===== config.mk =====
export PLATFORM = sky130hd
export DESIGN_NAME = multdiv_unit
export DESIGN_NICKNAME = d
export VERILOG_FILES = /design/src/rtl/multdiv_unit.sv
export SDC_FILE = /design/constraint.sdc
export NUM_CORES = 1
export LEC_CHECK = 0
export ABC_CLOCK_PERIOD_IN_PS = 4950
export CORE_MARGIN = 10
export CORE_UTILIZATION = 55
export CTS_BUF_LIST = sky130_fd_sc_hd__clkbuf_2 sky130_fd_sc_hd__clkbuf_4 sky130_fd_sc_hd__clkbuf_8
export CTS_CLUSTER_DIAMETER = 80
export DETAILED_ROUTE_END_ITERATION = 10
export GPL_TIMING_DRIVEN = 0
export PLACE_DENSITY = 0.8
export SKIP_LAST_GASP = 1
export SYNTH_ARGS = -nofsm -noshare
export SYNTH_HDL_FRONTEND = slang
export SYNTH_SLANG_ARGS = --single-unit

===== constraint.sdc =====
create_clock -name clock -period 4.95 [get_ports clock]
set_input_delay 0.99 -clock clock [delete_from_list [all_inputs] [get_ports clock]]
set_output_delay 0.99 -clock clock [all_outputs]
set_load 0.02 [all_outputs]

===== src/rtl/multdiv_unit.sv =====
// Multicycle signed multiply (radix-2 Booth) / divide (restoring) unit.
// One iteration per edge, WIDTH+1 edges from the start to result_rdy.
module multdiv_unit #(
    parameter int WIDTH = 32
) (
    input  logic             clock,
    input  logic             reset,
    input  logic             ctrl_mult,
    input  logic             ctrl_div,
    input  logic [WIDTH-1:0] operand_a,
    input  logic [WIDTH-1:0] operand_b,
    output logic [WIDTH-1:0] result,
    output logic             result_rdy,
    output logic             exception,
    output logic             busy
);
    localparam int CW = $clog2(WIDTH + 1);
    localparam logic [CW-1:0] LAST = CW'(WIDTH);

    typedef enum logic [1:0] {IDLE, MULT, DIV, DONE} state_t;

    state_t              state, state_next;
    logic [CW-1:0]       count;
    logic [2*WIDTH+1:0]  acc;
    logic [WIDTH:0]      mcand;
    logic [WIDTH-1:0]    rem, quo, dvs;
    logic                q_neg;

    logic [WIDTH:0]      booth_sum;
    logic [2*WIDTH+1:0]  acc_next;
    logic [2*WIDTH-1:0]  product;
    logic                mult_exc;
    logic [WIDTH:0]      div_shift, div_diff;
    logic [WIDTH-1:0]    rem_next, quo_next, quo_signed;
    logic [WIDTH-1:0]    a_mag, b_mag;
    logic                div_exc;

    always_comb begin
        state_next = state;
        case (state)
            IDLE: begin
                if (ctrl_mult)     state_next = MULT;
                else if (ctrl_div) state_next = DIV;
            end
            MULT, DIV: if (count == LAST) state_next = DONE;
            DONE:      state_next = IDLE;
            default:   state_next = IDLE;
        endcase
    end

    // Accumulator layout {hi[WIDTH:0], lo[WIDTH-1:0], q_minus1}; the extra hi bit
    // keeps +/- most-negative multiplicand from overflowing the partial sum.
    always_comb begin
        booth_sum = acc[2*WIDTH+1:WIDTH+1];
        case (acc[1:0])
            2'b01:   booth_sum = acc[2*WIDTH+1:WIDTH+1] + mcand;
            2'b10:   booth_sum = acc[2*WIDTH+1:WIDTH+1] - mcand;
            default: booth_sum = acc[2*WIDTH+1:WIDTH+1];
        endcase
        acc_next = {booth_sum[WIDTH], booth_sum, acc[WIDTH:1]};
        product  = acc[2*WIDTH:1];
        mult_exc = !((&product[2*WIDTH-1:WIDTH-1]) || !(|product[2*WIDTH-1:WIDTH-1]));
    end

    always_comb begin
        div_shift  = {rem, quo[WIDTH-1]};
        div_diff   = div_shift - {1'b0, dvs};
        rem_next   = div_shift[WIDTH-1:0];
        quo_next   = {quo[WIDTH-2:0], 1'b0};
        if (!div_diff[WIDTH]) begin
            rem_next = div_diff[WIDTH-1:0];
            quo_next = {quo[WIDTH-2:0], 1'b1};
        end
        quo_signed = q_neg ? ('0 - quo) : quo;
        div_exc    = (dvs == '0) || (!q_neg && quo[WIDTH-1]);
        a_mag      = operand_a[WIDTH-1] ? ('0 - operand_a) : operand_a;
        b_mag      = operand_b[WIDTH-1] ? ('0 - operand_b) : operand_b;
    end

    always_ff @(posedge clock) begin
        if (reset) begin
            state      <= IDLE;
            count      <= '0;
            result     <= '0;
            result_rdy <= 1'b0;
            exception  <= 1'b0;
            busy       <= 1'b0;
            acc        <= '0;
            mcand      <= '0;
            rem        <= '0;
            quo        <= '0;
            dvs        <= '0;
            q_neg      <= 1'b0;
        end else begin
            state      <= state_next;
            result_rdy <= 1'b0;
            busy       <= (state == MULT) || (state == DIV);
            case (state)
                IDLE: begin
                    if (ctrl_mult || ctrl_div) begin
                        count <= '0;
                        acc   <= {{(WIDTH+1){1'b0}}, operand_b, 1'b0};
                        mcand <= {operand_a[WIDTH-1], operand_a};
                        rem   <= '0;
                        quo   <= a_mag;
                        dvs   <= b_mag;
                        q_neg <= operand_a[WIDTH-1] ^ operand_b[WIDTH-1];
                    end
                end
                MULT: begin
                    if (count != LAST) begin
                        acc   <= acc_next;
                        count <= count + CW'(1);
                    end else begin
                        result     <= product[WIDTH-1:0];
                        exception  <= mult_exc;
                        result_rdy <= 1'b1;
                    end
                end
                DIV: begin
                    if (count != LAST) begin
                        rem   <= rem_next;
                        quo   <= quo_next;
                        count <= count + CW'(1);
                    end else begin
                        result     <= (dvs == '0) ? '0 : quo_signed;
                        exception  <= div_exc;
                        result_rdy <= 1'b1;
                    end
                end
                default: ;
            endcase
        end
    end
endmodule

# Yosys cells after proc, flatten, opt, wreduce, memory -nomap -nowiden
# Index checks and enable logic that the tools add are counted.
dict set report word_totals {
  register_bits 238
  latchBits 0
  mem_bits_rw 0
  mem_bits_ro 0
  inputBits 68
  out_inout_bits 35
  mem_count 0
}
dict set report classes {
  add_sub_neg 7
  multipliers 0
  div 0
  n_lt_le_gt_ge 0
  eq_ne 15
  shift 0
  mux 30
  bitwise 2
  reduce_logical 24
}
# operator n
set op_table {}
lappend op_table {{$mux W32} 11}
lappend op_table {{$pmux W32 S2} 3}
lappend op_table {{$mux W66} 2}
lappend op_table {{$pmux W66 S2} 1}
lappend op_table {{$sub A1 B32 Y32 const A} 3}
lappend op_table {{$pmux W33 S2} 1}
lappend op_table {{$add A33 B33 Y33} 1}
lappend op_table {{$reduce_and A33 Y1} 1}
lappend op_table {{$reduce_or A33 Y1} 1}
lappend op_table {{$sub A33 B32 Y33} 1}
lappend op_table {{$sub A33 B33 Y33} 1}
lappend op_table {{$logic_not A32 Y1} 1}
lappend op_table {{$mux W6} 2}
lappend op_table {{$pmux W6 S2} 1}
lappend op_table {{$reduce_and A3 Y1} 4}
lappend op_table {{$ne A2 B1 Y1 const B} 4}
lappend op_table {{$reduce_bool A2 Y1} 4}
lappend op_table {{$add A6 B1 Y6 const B} 1}
lappend op_table {{$eq A2 B2 Y1 const B} 3}
lappend op_table {{$eq A6 B6 Y1 const B} 1}
lappend op_table {{$mux W2} 3}
lappend op_table {{$ne A2 B2 Y1 const B} 3}
lappend op_table {{$ne A6 B6 Y1 const B} 1}
lappend op_table {{$pmux W2 S3} 1}
lappend op_table {{other kinds (12)} 23}

# Logic depth before layout (Yosys ltp)
dict set report depth {
  depth_word 6
  mapped_depth 19
  ltp_nobuf 18
}

# Least setup slack after synthesis
# No wires, ideal clock.
dict set report synth_timing {
  path_type {register -> register}
  start {register mcand[2]}
  end {register acc[61]}
  setup_ps 134
  arrival_time_ps 3877
  t_required_ps 4816
  slack_ps 940
  path_stages_with_launch 19
  n_path_buf 1
  path_cell_list {dfxtp_1 > or3_1 > or4_1 > nor4_2 > nand2_1 > nor2_1 > nand2_1 > nor2_1 > a21oi_1 > xnor2_1 > ha_1 > clkbuf_1 > and4_1 > a41oi_1 > o21ai_0 > a221o_1 > a21oi_1 > xnor2_1 > o22ai_1}
}
dict set report synth_between {
  elab_chain_cells 4
  elab_cells_between_ends 5
  classes_between {add/sub: 2; mux: 3}
}
# element line_no
set synth_rtl {}
lappend synth_rtl {{start, declared} 25} ;# logic [WIDTH:0] mcand;
lappend synth_rtl {{start signal, assigned} 103} ;# mcand <= {operand_a[WIDTH-1], operand_a};
lappend synth_rtl {{$sub A33 B33 Y33 / $add A33 B33 Y33 (equally long branches)} {57, 56}}
lappend synth_rtl {{$pmux W33 S2 (*)} 55} ;# case (acc[1:0])
lappend synth_rtl {{$mux W66 (*)} 111} ;# if (count != LAST) begin
lappend synth_rtl {{$pmux W66 S2 (*)} 98} ;# case (state)
lappend synth_rtl {{end signal, assigned} 102} ;# acc <= {{(WIDTH+1){1'b0}}, operand_b, 1'b0};
lappend synth_rtl {{end signal, assigned} 112} ;# acc <= acc_next;
lappend synth_rtl {{end, declared} 24} ;# logic [2*WIDTH+1:0] acc;
# Every way passes the cells marked *; elsewhere a longest branch is shown, timed or not. The select of a mux whose other input is x is not followed.
# A chain may end at the register's enable or synchronous reset.

# Final worst setup path
# Ends and elaborated chain as after synthesis.

==> impl_metrics.csv <==
group,metric,value,unit
hold_path,min_path_type,"reg2reg",
global_routing,antenna_found_initial,0,
power,power_leakage,6.84,nW
placed_design,io_buffers,99,
clock_tree,clkTransAtPathRegs,60,ps
floorplanning,initial_core_util,0.555,
critical_path,crit_family,"simple AND/OR/NAND/NOR gates",
cells_and_area,synthToLayoutAreaGrowth,15.3,%
power,ir_drop,0.000351,V
yosys,synth_edf_count,0,
timing,fin_skew,39.7,ps
yosys,syn_nets,2201,
floorplanning,die_w,190,um
clock_tree,root_buffer,"clkbuf_8",
clock_tree,ctsLongestPathBuffers,3,
yosys,ys_ff_latch,237,
yosys,ys.warnings.count,0,
critical_path,critPathCaptureType,"flip-flop",
clock_tree,cts_made_buffers,43,
yosys,yosys-top-cells-area,"dfxtp_1 (30%), nand2_1 (6.7%), ha_1 (5.9%)",
critical_path,worstPathCellList,"or3_1 -> or4_1 -> nor4_4 -> nand2_1 -> nor2_1 -> nand2_1 -> nor2_2 -> a21oi_1 -> xnor2_1 -> ha_1 -> clkbuf_1 -> and4_1 -> a41oi_1 -> o21ai_0 -> a221o_1 -> a21oi_1 -> xnor2_1 -> o22ai_1",
yosys,syn_area_per_cell,7.71,sq um
global_routing,grt_max_degree,12,
power,power_density,627,nW/um^2
timing,finalSetupViolCount,0,
yosys,synth_common_cells,"nand2_1 (281), dfxtp_1 (237), nor2_1 (185)",
yosys,synth.most_common_cell,"nand2_1",
yosys,synthCells,2056,
critical_path,start_kind,"flip-flop",
clock_tree,clk_latency,590,ps
detailed_routing,avgRoutedWirePerCell,19.5,um
yosys,synth_area,15800,sq um
cells_and_area,final_cells,2618,
global_routing,first_global_vias,15400,
cells_and_area,utilization,0.640,
timing,setup-tns-final,0,ps
detailed_routing,drcViolationCount,0,
cells_and_area,drive_gt1_frac,0.0524,
yosys,synthDistinctLibCells,77,
clock_tree,cts.sinks,237,
global_routing,overflow,0,
timing,finalHoldViolations,0,
clock_tree,holdBufCountCts,0,
floorplanning,die_h,190,um
detailed_routing,wl,51.1,mm
floorplanning,io_pins,103,
outcome,outcome,"finished clean",
critical_path,worst_ep_required_time,5390,ps
placed_design,place_congestion,0.966,
critical_path,crit_buf_inv,1,
clock_tree,cts_max_level,2,
cells_and_area,final_net_count,2346,
global_routing,use_met3,0.0410,
yosys,synth_flop_cell,"dfxtp_1",
detailed_routing,firstDrtPassIters,8,
global_routing,grtUsageMet1,0.335,
global_routing,top_usage_layer,"met2",
timing,period_minus_slack,4690,ps
critical_path,critPathSlowestCell,"or4_1",
clock_tree,cts_tree,"done",
detailed_routing,num_vias,16000,
placed_design,preCtsSetupSlack,242,ps
timing,timing.final.crit_share,0.948,
critical_path,worstPathArrival,5130,ps
critical_path,r2r_setup_slack,260,ps
cells_and_area,antenna_cells,0,
job,max_cap_viol_count,0,
yosys,synth.largest_area_cell,"dfxtp_1",
critical_path,max_stage_delay,530,ps
yosys,seq_area_frac_synth,0.299,
timing,rsz0062_at_grt,"no",
detailed_routing,final_antenna_net_count,0,
timing,worst_pin_slew,1100,ps
placed_design,post-place-cells,2540,
global_routing,track_usage,0.270,
yosys,synth-async-reset-ratio,0,
floorplanning,floorplan.rows,62,
global_routing,grt_pass1_wl,80.2,mm
clock_tree,post_cts_buffers,0,
critical_path,cp_max_fo,7,
timing,slew_viol_final,0,
timing,setup_slack,258,ps
detailed_routing,avgViaCountPerCell,6.11,
yosys,synth_top_area_frac,0.299,
timing,fmax,0.213,GHz
floorplanning,core,28500,sq um
timing,max_slew_margin,0.266,
placed_design,dp_hpwl,39.6,mm
critical_path,worst-setup-path-type,"reg2reg",
floorplanning,dieArea,36000,sq um
detailed_routing,drt_iter0_markers,1569,
global_routing,use_met2,0.458,
[area by class of cell]
class | count | area [sq um]
buffer | 130 | 500
clock buffer | 69 | 875
clock inverter | 9 | 52.6
fill | 2593 | 10300
inverter | 75 | 282
multi-input combinational | 1614 | 10300
sequential | 237 | 4740
tap | 384 | 480
timing repair buffer | 100 | 998
[layout by cell type (no fill, tap or decap), types with 7 or more instances in the layout]
cell type and count:
nand2b_1 13, nand3_1 20, nor3_1 59, a222oi_1 7, o31ai_1 28, clkbuf_8 57, clkbuf_1 111, nor2b_1 12
or3_1 11, or4_1 15, mux2i_1 65, o211ai_1 20, xor2_1 85, clkbuf_4 12, nor4_1 30, xnor2_1 95
inv_1 74, and2_1 8, a221oi_1 26, o21bai_1 14, a211oi_1 79, o21ai_0 124, a21oi_1 167, nand2_1 281
o22ai_1 10, nor2_1 184, clkdlybuf4s50_1 99, dfxtp_1 237, a22oi_1 21, a21o_1 25, buf_1 13, o41ai_1 13
a31oi_1 9, ha_1 75, nand4_1 22
[where the power goes]
| part | internal (W) | total (W) | switching (W) |
|---|---|---|---|
| Combinational | 0.00234 | 0.00644 | 0.00410 |
| Clock | 0.00112 | 0.00200 | 0.000882 |
| Sequential | 0.00242 | 0.00301 | 0.000590 |
[through the flow]
step           hold slack [ps]  cell area [sq um]  power [W]
2_1_floorplan              445              15800    0.00749
3_3_place_gp               466              17300    0.00914
3_5_place_dp               467              17300    0.00929
4_1_cts                    481              18300     0.0113
5_1_grt                    506              18300     0.0122
6_report                   484              18300     0.0115
[sequential cells by signal, summed over array words and instances (netlist names)]
signal      count
acc            65
busy            1
count           6
dvs            32
exception       1
mcand          32
q_neg           1
quo            32
rem            32
result         32
result_rdy      1
state           2
[path summary, 6_finish.rpt]
kind / from / endpoint / depth (start not counted)
worst max-delay path: mcand[2] / acc[61] / 18
worst min-delay path: mcand[9] / mcand[9] / 2
worst max register to register: mcand[2] / acc[61] / 18
worst min register to register: mcand[9] / mcand[9] / 2
[cells by family (layout without fill, tap and decap cells)]
kind of cell    after synthesis  in the layout  share of synthesized area
simple gates                692            692                      0.200
compound gates              598            598                      0.247
flops                       237            237                      0.299
buf+inv                     205            383                     0.0493
xor+xnor                    181            181                      0.101
fa+ha+maj                    77             77                     0.0617
mux                          66             66                     0.0418
[layer usage]
metal,share of wire,vias up
li1,-,7698
met5,0,-
met4,0.039,0
met2,0.47,644
met1,0.42,7515
met3,0.070,136
[worst register-to-register path, delay by kind of cell, from the launching register on]
kind	cells	cell delay [ps]
fa+ha+maj	1	290
buf+inv	1	180
simple gates	8	2200
compound gates	6	1110
flops	1	350
xor+xnor	2	450
[repair_timing]
item / in CTS / in global routing
hold endpoints to repair: 0 / 0
endpoints found under the setup margin: 0 / 4
resized for setup: 0 / 2
Note: power is estimated with default switching activity, not from simulation.
